<file path="src/rtl/mem_stage.sv">
// mem_stage: pipeline MEM stage with a data-memory handshake.
//   Captures the EX outputs into an input register. Issues aligned loads and
//   stores on the dm_* port. Waits on dm_ready, giving up after TIMEOUT wait
//   cycles. Extracts and extends load data, and presents the WB/forwarding
//   bundle.
// Ports:
//   clk, rst            clock, async active-high reset
//   *_i                 EX-stage instruction bundle
//   dm_req/we/be/addr/wdata, dm_rdata, dm_ready   data-memory handshake
//   stall_o             freeze upstream stages and this stage's input register
//   addr_err_o          one-cycle pulse on misaligned or timed-out access
//   regWr/regAddr/regData, inst_debug_o/pc_debug_o  WB bundle
//   memu_isLoad         registered load flag for the hazard unit

// One byte lane of the store path: lane enable and the byte steered into it.
module mem_stage_lane #(
    parameter int LANE = 0
) (
    input  logic       is_byte,
    input  logic       is_half,
    input  logic [1:0] addr,
    input  logic [7:0] b_byte,   // sdata[7:0]
    input  logic [7:0] b_half,   // byte of sdata[15:0] that lands in this lane
    input  logic [7:0] b_word,   // sdata[8*LANE+:8]
    output logic       be,
    output logic [7:0] wdata
);
    localparam logic [1:0] L = 2'(LANE);

    always_comb begin
        if (is_byte) begin
            be    = (addr == L);
            wdata = b_byte;
        end else if (is_half) begin
            be    = (addr[1] == L[1]);
            wdata = b_half;
        end else begin
            be    = 1'b1;
            wdata = b_word;
        end
    end
endmodule

module mem_stage #(
    parameter int TIMEOUT = 16
) (
    input  logic        clk,
    input  logic        rst,
    input  logic        regWr_i,
    input  logic [4:0]  regAddr_i,
    input  logic [31:0] aluResult_i,
    input  logic        memRd_i,
    input  logic        memWr_i,
    input  logic [2:0]  memOp_i,
    input  logic [31:0] storeData_i,
    input  logic [31:0] inst_debug_i,
    input  logic [31:0] pc_debug_i,
    output logic        dm_req,
    output logic        dm_we,
    output logic [3:0]  dm_be,
    output logic [31:0] dm_addr,
    output logic [31:0] dm_wdata,
    input  logic [31:0] dm_rdata,
    input  logic        dm_ready,
    output logic        stall_o,
    output logic        addr_err_o,
    output logic        regWr,
    output logic [4:0]  regAddr,
    output logic [31:0] regData,
    output logic [31:0] inst_debug_o,
    output logic [31:0] pc_debug_o,
    output logic        memu_isLoad
);
    localparam int NUM_LANES = 4;
    localparam int CW        = $clog2(TIMEOUT + 1);

    typedef struct packed {
        logic        regWr;
        logic [4:0]  regAddr;
        logic [31:0] alu;
        logic        memRd;
        logic        memWr;
        logic [2:0]  memOp;
        logic [31:0] sdata;
        logic [31:0] inst;
        logic [31:0] pc;
    } ex_mem_t;

    typedef enum logic { S_RUN, S_WAIT } state_t;

    ex_mem_t r, r_nxt;
    state_t  state;
    logic [CW-1:0] cnt;

    logic is_byte, is_half, is_uns, is_mem, misalign, access, timeout, pending;
    logic [7:0]  ld_byte;
    logic [15:0] ld_half;
    logic [NUM_LANES-1:0]      lane_be;
    logic [NUM_LANES-1:0][7:0] lane_wd;

    assign r_nxt = '{regWr: regWr_i, regAddr: regAddr_i, alu: aluResult_i,
                     memRd: memRd_i, memWr: memWr_i, memOp: memOp_i,
                     sdata: storeData_i, inst: inst_debug_i, pc: pc_debug_i};

    // Input register: frozen while the access is stalled.
    always_ff @(posedge clk or posedge rst) begin
        if (rst)           r <= '0;
        else if (!stall_o) r <= r_nxt;
    end

    // Size decode; unlisted encodings fall through to word.
    assign is_byte = (r.memOp == 3'b000) || (r.memOp == 3'b100);
    assign is_half = (r.memOp == 3'b001) || (r.memOp == 3'b101);
    assign is_uns  = (r.memOp == 3'b100) || (r.memOp == 3'b101);

    assign is_mem   = r.memRd | r.memWr;
    assign misalign = is_mem & ((is_half & r.alu[0]) |
                                (!is_byte & !is_half & (|r.alu[1:0])));
    assign access   = is_mem & !misalign;
    assign timeout  = (state == S_WAIT) && (cnt == CW'(TIMEOUT));

    // In WAIT the held instruction is by construction an aligned access, so
    // the request stays up until completion or the timeout abort cycle.
    assign pending  = (state == S_RUN) ? access : !timeout;

    // FSM + wait counter. The counter counts WAIT cycles without dm_ready;
    // the cycle after it reaches TIMEOUT is the abort cycle.
    always_ff @(posedge clk or posedge rst) begin
        if (rst) begin
            state <= S_RUN;
            cnt   <= '0;
        end else begin
            case (state)
                S_RUN: begin
                    cnt <= '0;
                    if (access && !dm_ready) state <= S_WAIT;
                end
                S_WAIT: begin
                    if (timeout || dm_ready) begin
                        state <= S_RUN;
                        cnt   <= '0;
                    end else begin
                        cnt <= cnt + CW'(1);
                    end
                end
                default: begin
                    state <= S_RUN;
                    cnt   <= '0;
                end
            endcase
        end
    end

    // Store lanes
    for (genvar g = 0; g < NUM_LANES; g++) begin : g_lane
        mem_stage_lane #(.LANE(g)) u_lane (
            .is_byte (is_byte),
            .is_half (is_half),
            .addr    (r.alu[1:0]),
            .b_byte  (r.sdata[7:0]),
            .b_half  (r.sdata[8*(g%2) +: 8]),
            .b_word  (r.sdata[8*g +: 8]),
            .be      (lane_be[g]),
            .wdata   (lane_wd[g])
        );
    end

    assign dm_req   = pending;
    assign dm_we    = r.memWr;
    assign dm_be    = lane_be;
    assign dm_addr  = {r.alu[31:2], 2'b00};
    assign dm_wdata = lane_wd;

    assign stall_o    = pending & !dm_ready;
    assign addr_err_o = misalign | timeout;

    // Load data extraction
    assign ld_byte = dm_rdata[{r.alu[1:0], 3'b000} +: 8];
    assign ld_half = dm_rdata[{r.alu[1], 4'b0000} +: 16];

    always_comb begin
        regData = r.alu;
        if (r.memRd) begin
            if (is_byte)      regData = {{24{ld_byte[7] & !is_uns}}, ld_byte};
            else if (is_half) regData = {{16{ld_half[15] & !is_uns}}, ld_half};
            else              regData = dm_rdata;
        end
    end

    assign regWr        = r.regWr & !stall_o & !misalign & !timeout;
    assign regAddr      = r.regAddr;
    assign inst_debug_o = r.inst;
    assign pc_debug_o   = r.pc;
    assign memu_isLoad  = r.memRd;
endmodule

</file>
<file path="config.mk">
export PLATFORM = sky130hd
export DESIGN_NAME = mem_stage
export DESIGN_NICKNAME = d
export VERILOG_FILES = /design/src/rtl/mem_stage.sv
export SDC_FILE = /design/constraint.sdc
export NUM_CORES = 1
export LEC_CHECK = 0
export ABC_AREA = 0
export CAP_MARGIN = 10
export CORE_AREA = 2 2 146 148
export CTS_BUF_LIST = sky130_fd_sc_hd__clkbuf_8
export DETAILED_ROUTE_END_ITERATION = 6
export DIE_AREA = 0 0 148 150
export PLACE_DENSITY = 0.82
export SYNTH_ARGS = -nofsm -noshare
export SYNTH_HDL_FRONTEND = slang
export SYNTH_SLANG_ARGS = --single-unit
</file>
<file path="constraint.sdc">
create_clock -name clk -period 4.45 [get_ports clk]
set_input_delay 0.445 -clock clk [delete_from_list [all_inputs] [get_ports clk]]
set_output_delay 0.445 -clock clk [all_outputs]
set_load 0.05 [all_outputs]
</file>
==> run_results.csv, run 1 <==
group,metric,value,unit
status,status,"finished, final reports clean",
synthesis,synth_cells,629,
timing,timing.fmax,0.259,GHz
drt,ant_nets,0,
synthesis,synth_edf_count,0,
clock_network,postCtsSetupBuffers,0,
clock_network,cts_resized,0,
timing,finClkSkew,22.4,ps
setup_path,r2r_start,"r[97]",
synthesis,ys_ff_latch,145,
drt,via_per_inst,4.90,
grt,antenna_found_initial,2,
timing,tightest_slew,945,ps
drt,first_pass_iters,7,
setup_path,worstPathArrival,3410,ps
timing,slew_headroom,36.5,%
setup_path,required,4010,ps
timing,setup_viol,0,
grt,grt_use_met2,32.4,%
finish,layout_commonest_cell,"clkdlybuf4s50_1",
grt,top_usage_layer,"met2",
power,ir_drop,0.000310,V
drt,wire_per_inst,19.8,µm
placed_design,hpwl,16900,µm
floorplanning,dieArea,22200,µm²
grt,grtUsageTotal,20.1,%
power,total_power,6180,µW
floorplanning,start_util,39.1,%
clock_network,clockBufferDepth,2,
drt,routed_wl,22700,µm
timing,tns,0,ps
finish,fin_util,54.5,%
finish,area_growth,39.2,%
grt,use_met1,25.6,%
clock_network,numCtsBuffers,17,
clock_network,cts_tree,"yes",
clock_network,cts.sinks,145,
min_path,hold_path.class,"register to register",
timing,fin_crit_sh,86.7,%
clock_network,htreeDepth,4,
timing,slew_violations,0,
grt,grt_max_degree,96,
floorplanning,core-area,20700,µm²
grt,grt-ovfl-total,0,
finish,layout.nets,1035,
floorplanning,io_pins,349,
synthesis,syn-cell-area,8100,µm²
synthesis,syn_area_per_cell,12.9,µm²
floorplanning,die_w,148,µm
setup_path,cp-start-kind,"register",
timing,rsz0062_at_grt,"false",
drt,initialDrtViolationCount,280,
synthesis,synth_cell_types,52,
setup_path,critPathKind,"register to output pin",
power,pwr_density_cell,548,nW/µm²
job,cap_violations,0,
clock_network,clock_latency,450,ps
timing,min_period,3860,ps
grt,grt_use_met3,5.46,%
placed_design,io_buffer_count,346,
drt,drc,0,
setup_path,r2r_slack,1640,ps
finish,drive_gt1_share,26.3,%
grt,grt_pass1_wl,34200,µm
min_path,hold_start,"cnt[0]",
setup_path,r2r_end,"dm_addr[9]",
synthesis,synth_top_area_cell,"dfrtp_1",
setup_path,end_kind,"output pin",
synthesis,synthTopCellsByArea,"dfrtp_1 (45%), mux2_4 (18%), buf_4 (11%)",
drt,num_vias,5631,
clock_network,cts_hold_buf,0,
synthesis,yosys_warnings,0,
floorplanning,fp.dieH,150,µm
synthesis,yosys_most_used_dff,"dfrtp_1",
clock_network,clk_pin_slew_worst_paths,90,ps
synthesis,yosysTopAreaCellShare,44.8,%
min_path,hold_depth,1,
synthesis,async_flop_share,100,%
timing,hold_viol_final,0,
finish,final_cell_mix,"clkdlybuf4s50_1 (329), dfrtp_1 (144), mux2_4 (99)",
synthesis,seq_area_frac_synth,44.8,%
placed_design,finalWeightedCongestion,0.846,
clock_network,root_buffer,"clkbuf_8",
setup_path,worstRegToRegCells,7,
setup_path,path_max_fanout,26,
power,p_leak,0.00480,µW
min_path,hold_path_end,"cnt[0]",
timing,timing.hold.ws,487,ps
floorplanning,rows,53,
grt,grt_pass1_vias,5985,
per-layer routing:
| metal | wire (µm) | vias to the layer above |
|---|---|---|
| li1 | - | 2577 |
| met1 | 9470 | 2753 |
| met2 | 10900 | 262 |
| met3 | 1610 | 39 |
| met4 | 714 | 0 |
| met5 | 0 | - |
registers in the layout, summed over array words and instances, names as in the netlist:
| register | count |
|---|---|
| inst_debug_o | 32 |
| dm_we | 1 |
| memu_isLoad | 1 |
| cnt | 5 |
| pc_debug_o | 32 |
| dm_addr | 30 |
| regAddr | 5 |
| r | 38 |
| state | 1 |
synth_stat cells, types with 2 or more instances:
| cell | number |
|---|---|
| buf_2 | 8 |
| buf_1 | 2 |
| nor2b_1 | 2 |
| a21oi_1 | 14 |
| ha_1 | 2 |
| nor2_1 | 27 |
| o2bb2ai_1 | 3 |
| and3_1 | 5 |
| a22oi_1 | 8 |
| or2_2 | 2 |
| a211o_1 | 3 |
| mux2i_1 | 14 |
| o22ai_1 | 2 |
| dfrtp_1 | 145 |
| a22o_1 | 9 |
| inv_1 | 9 |
| nand3_1 | 3 |
| a221o_1 | 13 |
| xor2_1 | 2 |
| buf_4 | 114 |
| nand2b_1 | 2 |
| nor4_1 | 2 |
| o221ai_1 | 2 |
| clkbuf_1 | 12 |
| mux4_2 | 2 |
| mux2_4 | 99 |
| buf_8 | 9 |
| a32oi_1 | 2 |
| buf_6 | 3 |
| mux2_2 | 57 |
| nand2_1 | 16 |
| o21ai_0 | 16 |
critical path, stage by stage, from the launching register on:
cell and delay, ps:
dfrtp_1 390, buf_4 280, clkinv_1 760, nor2_1 1030, a221o_1 290, buf_4 200
metrics by stage:
stage               area (µm²)  std cells  setup slack [ps]
finish                   11300       1149               593
global route             11300       1149               330
CTS                      11300       1147               648
detailed placement       10800       1115              1160
global placement         10800       1115              1310
floorplan                 8100        630               110
logic make-up after synthesis:
group | after synthesis | synth area share, %
AO/OA/AOI/OAI | 80 | 7.40
XOR/XNOR | 3 | 0.325
adder cells (fa/ha/maj) | 2 | 0.309
buffers and inverters | 158 | 14.3
flip-flops | 145 | 44.8
multiplexers | 172 | 28.6
other | 1 | 0.0463
AND/OR/NAND/NOR | 68 | 4.27
report_power, final:
part | leakage [µW] | internal (µW) | switching (µW) | total [µW]
clock | 0.000215 | 486 | 633 | 1120
combinational | 0.00288 | 1290 | 2020 | 3300
sequential | 0.00170 | 1560 | 197 | 1760
total | 0.00480 | 3330 | 2840 | 6180
how the worst max path moves through the flow:
stage,depth (start not counted),slack (ps),from,endpoint
after global routing,5,330,memu_isLoad,regData[19]
final,5,590,memu_isLoad,regData[19]
after floorplan,1,110,rst,cnt[0]
after global placement,4,1310,memu_isLoad,regData[4]
after detailed placement,5,1160,memu_isLoad,regData[19]
after CTS,5,650,memu_isLoad,regData[19]
layout make-up:
| class | instances | area [µm²] |
|---|---|---|
| repair buffers | 358 | 3510 |
| fillers | 1753 | 9420 |
| flip-flops and latches | 145 | 3630 |
| well taps | 275 | 344 |
| inverters | 10 | 42.5 |
| diodes | 2 | 5.00 |
| clock buffers | 17 | 234 |
| clock inverters | 15 | 190 |
| multi-input cells | 327 | 3320 |
No activity file was read; power rests on OpenSTA's default activity.
==> run 2, diff against run 1 <==
==> config.mk (replaced) <==
export PLATFORM = sky130hd
export DESIGN_NAME = mem_stage
export DESIGN_NICKNAME = d
export VERILOG_FILES = /design/src/rtl/mem_stage.sv
export SDC_FILE = /design/constraint.sdc
export NUM_CORES = 1
export LEC_CHECK = 0
export ABC_AREA = 1
export CAP_MARGIN = 10
export CORE_AREA = 2 2 149 122
export CTS_BUF_LIST = sky130_fd_sc_hd__clkbuf_8
export DETAILED_ROUTE_END_ITERATION = 6
export DIE_AREA = 0 0 151 124
export DONT_BUFFER_PORTS = 1
export PLACE_DENSITY = 0.7
export SYNTH_ARGS = -nofsm -noshare
export SYNTH_HDL_FRONTEND = slang
export SYNTH_SLANG_ARGS = --single-unit
==> run 2 against run 1 <==
Compared with the run above:
- maximum frequency grew 7.3%
- highest routed layer unchanged
- area after synthesis increased by 4.0%
- clock-buffer cell count increased by 1
- flip-flop and latch count is the same
- clock skew is 8.7 ps lower
- via count increased by 21%
- final area shrank 29%
- core utilization is 7.7 points lower
- first-iteration DRC count is 78% higher
==> run_results.csv, run 2 <==
group,metric,value,unit
status,status,"finished, final reports clean",
setup_path,worstRegToRegCells,7,
synthesis,synth_edf_count,0,
clock_network,root_buffer,"clkbuf_8",
synthesis,syn_area_per_cell,7.18,µm²
drt,initialDrtViolationCount,497,
setup_path,r2r_slack,1680,ps
placed_design,finalWeightedCongestion,0.957,
floorplanning,dieArea,18700,µm²
setup_path,crit_end,"regData[27]",
setup_path,end_kind,"output pin",
finish,antenna_cells,0,
floorplanning,start_util,49.2,%
finish,num-fill-cells,1751,
finish,largest_reg_flops,38,
setup_path,r2r_start,"cnt[0]",
synthesis,ys_ff_latch,145,
synthesis,synthTopCellsByArea,"dfrtp_1 (43%), nand2_1 (25%), buf_4 (11%)",
finish,regMostFlops,"r",
finish,drive_gt1_share,6.58,%
drt,num_vias,6812,
setup_path,required,4010,ps
timing,finClkSkew,13.7,ps
placed_design,io_buffer_count,0,
clock_network,clk_pin_slew_worst_paths,90,ps
synthesis,synth_top_area_cell,"dfrtp_1",
setup_path,worstPathArrival,3150,ps
timing,min_period,3600,ps
grt,grt_pass1_wl,35100,µm
drt,wire_per_inst,18.5,µm
timing,slew_headroom,25.9,%
clock_network,numCtsBuffers,17,
timing,tightest_slew,1110,ps
setup_path,critPathKind,"register to output pin",
grt,grt_max_degree,107,
setup_path,cp-start-kind,"register",
synthesis,synth_cell_types,25,
finish,finalInstanceArea,8010,µm²
floorplanning,fp.dieH,124,µm
clock_network,postCtsSetupBuffers,0,
clock_network,clockBufferDepth,2,
grt,grt_pass1_vias,6263,
synthesis,async_flop_share,100,%
drt,first_pass_iters,5,
floorplanning,die_w,151,µm
timing,rsz0062_at_grt,"false",
synthesis,synth_cells,1173,
synthesis,yosys_most_used_dff,"dfrtp_1",
placed_design,postPlaceCellArea,7640,µm²
clock_network,cts_resized,0,
grt,antenna_found_initial,0,
synthesis,yosys.cell_count.top_type,"nand2_1",
grt,grt-ovfl-total,0,
timing,tns,0,ps
timing,setup_viol,0,
finish,layout_commonest_cell,"nand2_1",
synthesis,yosysTopAreaCellShare,43.1,%
timing,slew_violations,0,
synthesis,seq_area_frac_synth,43.1,%
grt,grtUsageTotal,24.5,%
synthesis,yosys_warnings,0,
floorplanning,rows,43,
clock_network,htreeDepth,4,
timing,timing.fmax,0.278,GHz
clock_network,cts.sinks,145,
finish,final_cell_mix,"nand2_1 (550), nand3_1 (178), dfrtp_1 (144)",
finish,area_growth,-4.89,%
setup_path,crit_path_start,"r[97]",
setup_path,path_max_fanout,24,
timing,worst_slack,854,ps
job,cap_violations,0,
floorplanning,core-area,17100,µm²
drt,ant_nets,0,
placed_design,hpwl,16800,µm
floorplanning,io_pins,349,
drt,routed_wl,23500,µm
finish,layout.nets,1211,
setup_path,r2r_end,"dm_addr[3]",
clock_network,cts_tree,"yes",
timing,fin_crit_sh,80.8,%
timing,hold_viol_final,0,
min_path,hold_path.class,"primary input to register",
drt,via_per_inst,5.35,
synthesis,syn-cell-area,8420,µm²
placed_design,pre_cts_slack,1330,ps
clock_network,clock_latency,440,ps
drt,drc,0,
synthesis,ys_top_cells_by_count,"nand2_1 (550), nand3_1 (178), dfrtp_1 (145)",
-- run 2: cell types whose count changed in the layout (fill, tap and decap cells not counted), sizes merged, moves of 4 or more --
cell and change:
mux2i -14, and3 -5, a22o -9, a221o -13, mux2 -156, o21ai -10
buf -4, a22oi -8, inv +35, nand2 +537, clkdlybuf4s50 -329, nand3 +177
o211ai +4
-- run 2: repair_timing --
item	CTS	global route
hold buffers	1	0
setup endpoints to repair	0	0
hold endpoints to repair	66	0
-- run 2: routing by layer --
| metal | up-vias | global-route usage, % | part of all wire, % |
|---|---|---|---|
| li1 | 3263 | - | - |
| met3 | 30 | 9.05 | 11 |
| met2 | 360 | 38.0 | 47 |
| met5 | - | 0 | 0 |
| met4 | 0 | 6.95 | 1.5 |
| met1 | 3159 | 32.5 | 40 |
-- run 2: how the worst min path moves through the flow --
stage | startpoint | end | slack (ps) | cells past startpoint
final | pc_debug_i[29] | pc_debug_o[29] | 140 | 2
after global routing | pc_debug_i[10] | pc_debug_o[10] | 100 | 2
after CTS | pc_debug_i[29] | pc_debug_o[29] | 100 | 2
after detailed placement | rst | inst_debug_o[13] | 460 | 1
after global placement | rst | inst_debug_o[19] | 450 | 1
after floorplan | r[86] | r[86] | 440 | 2
-- run 2: logic make-up after synthesis --
family,Yosys count,synth area share [%]
AO/OA/AOI/OAI,27,1.77
XOR/XNOR,3,0.312
adder cells (fa/ha/maj),2,0.297
buffers and inverters,230,17.2
flip-flops,145,43.1
other,1,0.0445
AND/OR/NAND/NOR,765,37.2
-- run 2: critical path, stage by stage (launching register included) --
cell and delay (ps):
dfrtp_1 400, inv_2 180, nand2_2 320, inv_1 120, buf_4 270, nand3_1 700, nand2_1 240, nand2_1 70
nand2_1 390
-- run 2: stage by stage --
stage | instances | utilization [%] | hold slack, ps
after floorplan | 1174 | - | 442
after global placement | 1240 | 44.7 | 454
after detailed placement | 1240 | 44.7 | 457
after CTS | 1273 | 46.8 | 100
after global routing | 1273 | 46.8 | 97.1
final | 1273 | 46.8 | 139
-- run 2: cell type report --
cell class,instances,area (µm²),area share (%)
clock buffers,18,248,3.09
clock inverters,14,108,1.34
inverters,46,178,2.22
multi-input cells,799,3360,42.0
flip-flops and latches,145,3630,45.3
well taps,225,282,3.52
repair buffers,26,198,2.47
Power of run 2 is left out: the tool's default activity adds up to more than one toggle a clock period on the data nets, which glitch-free logic cannot reach.
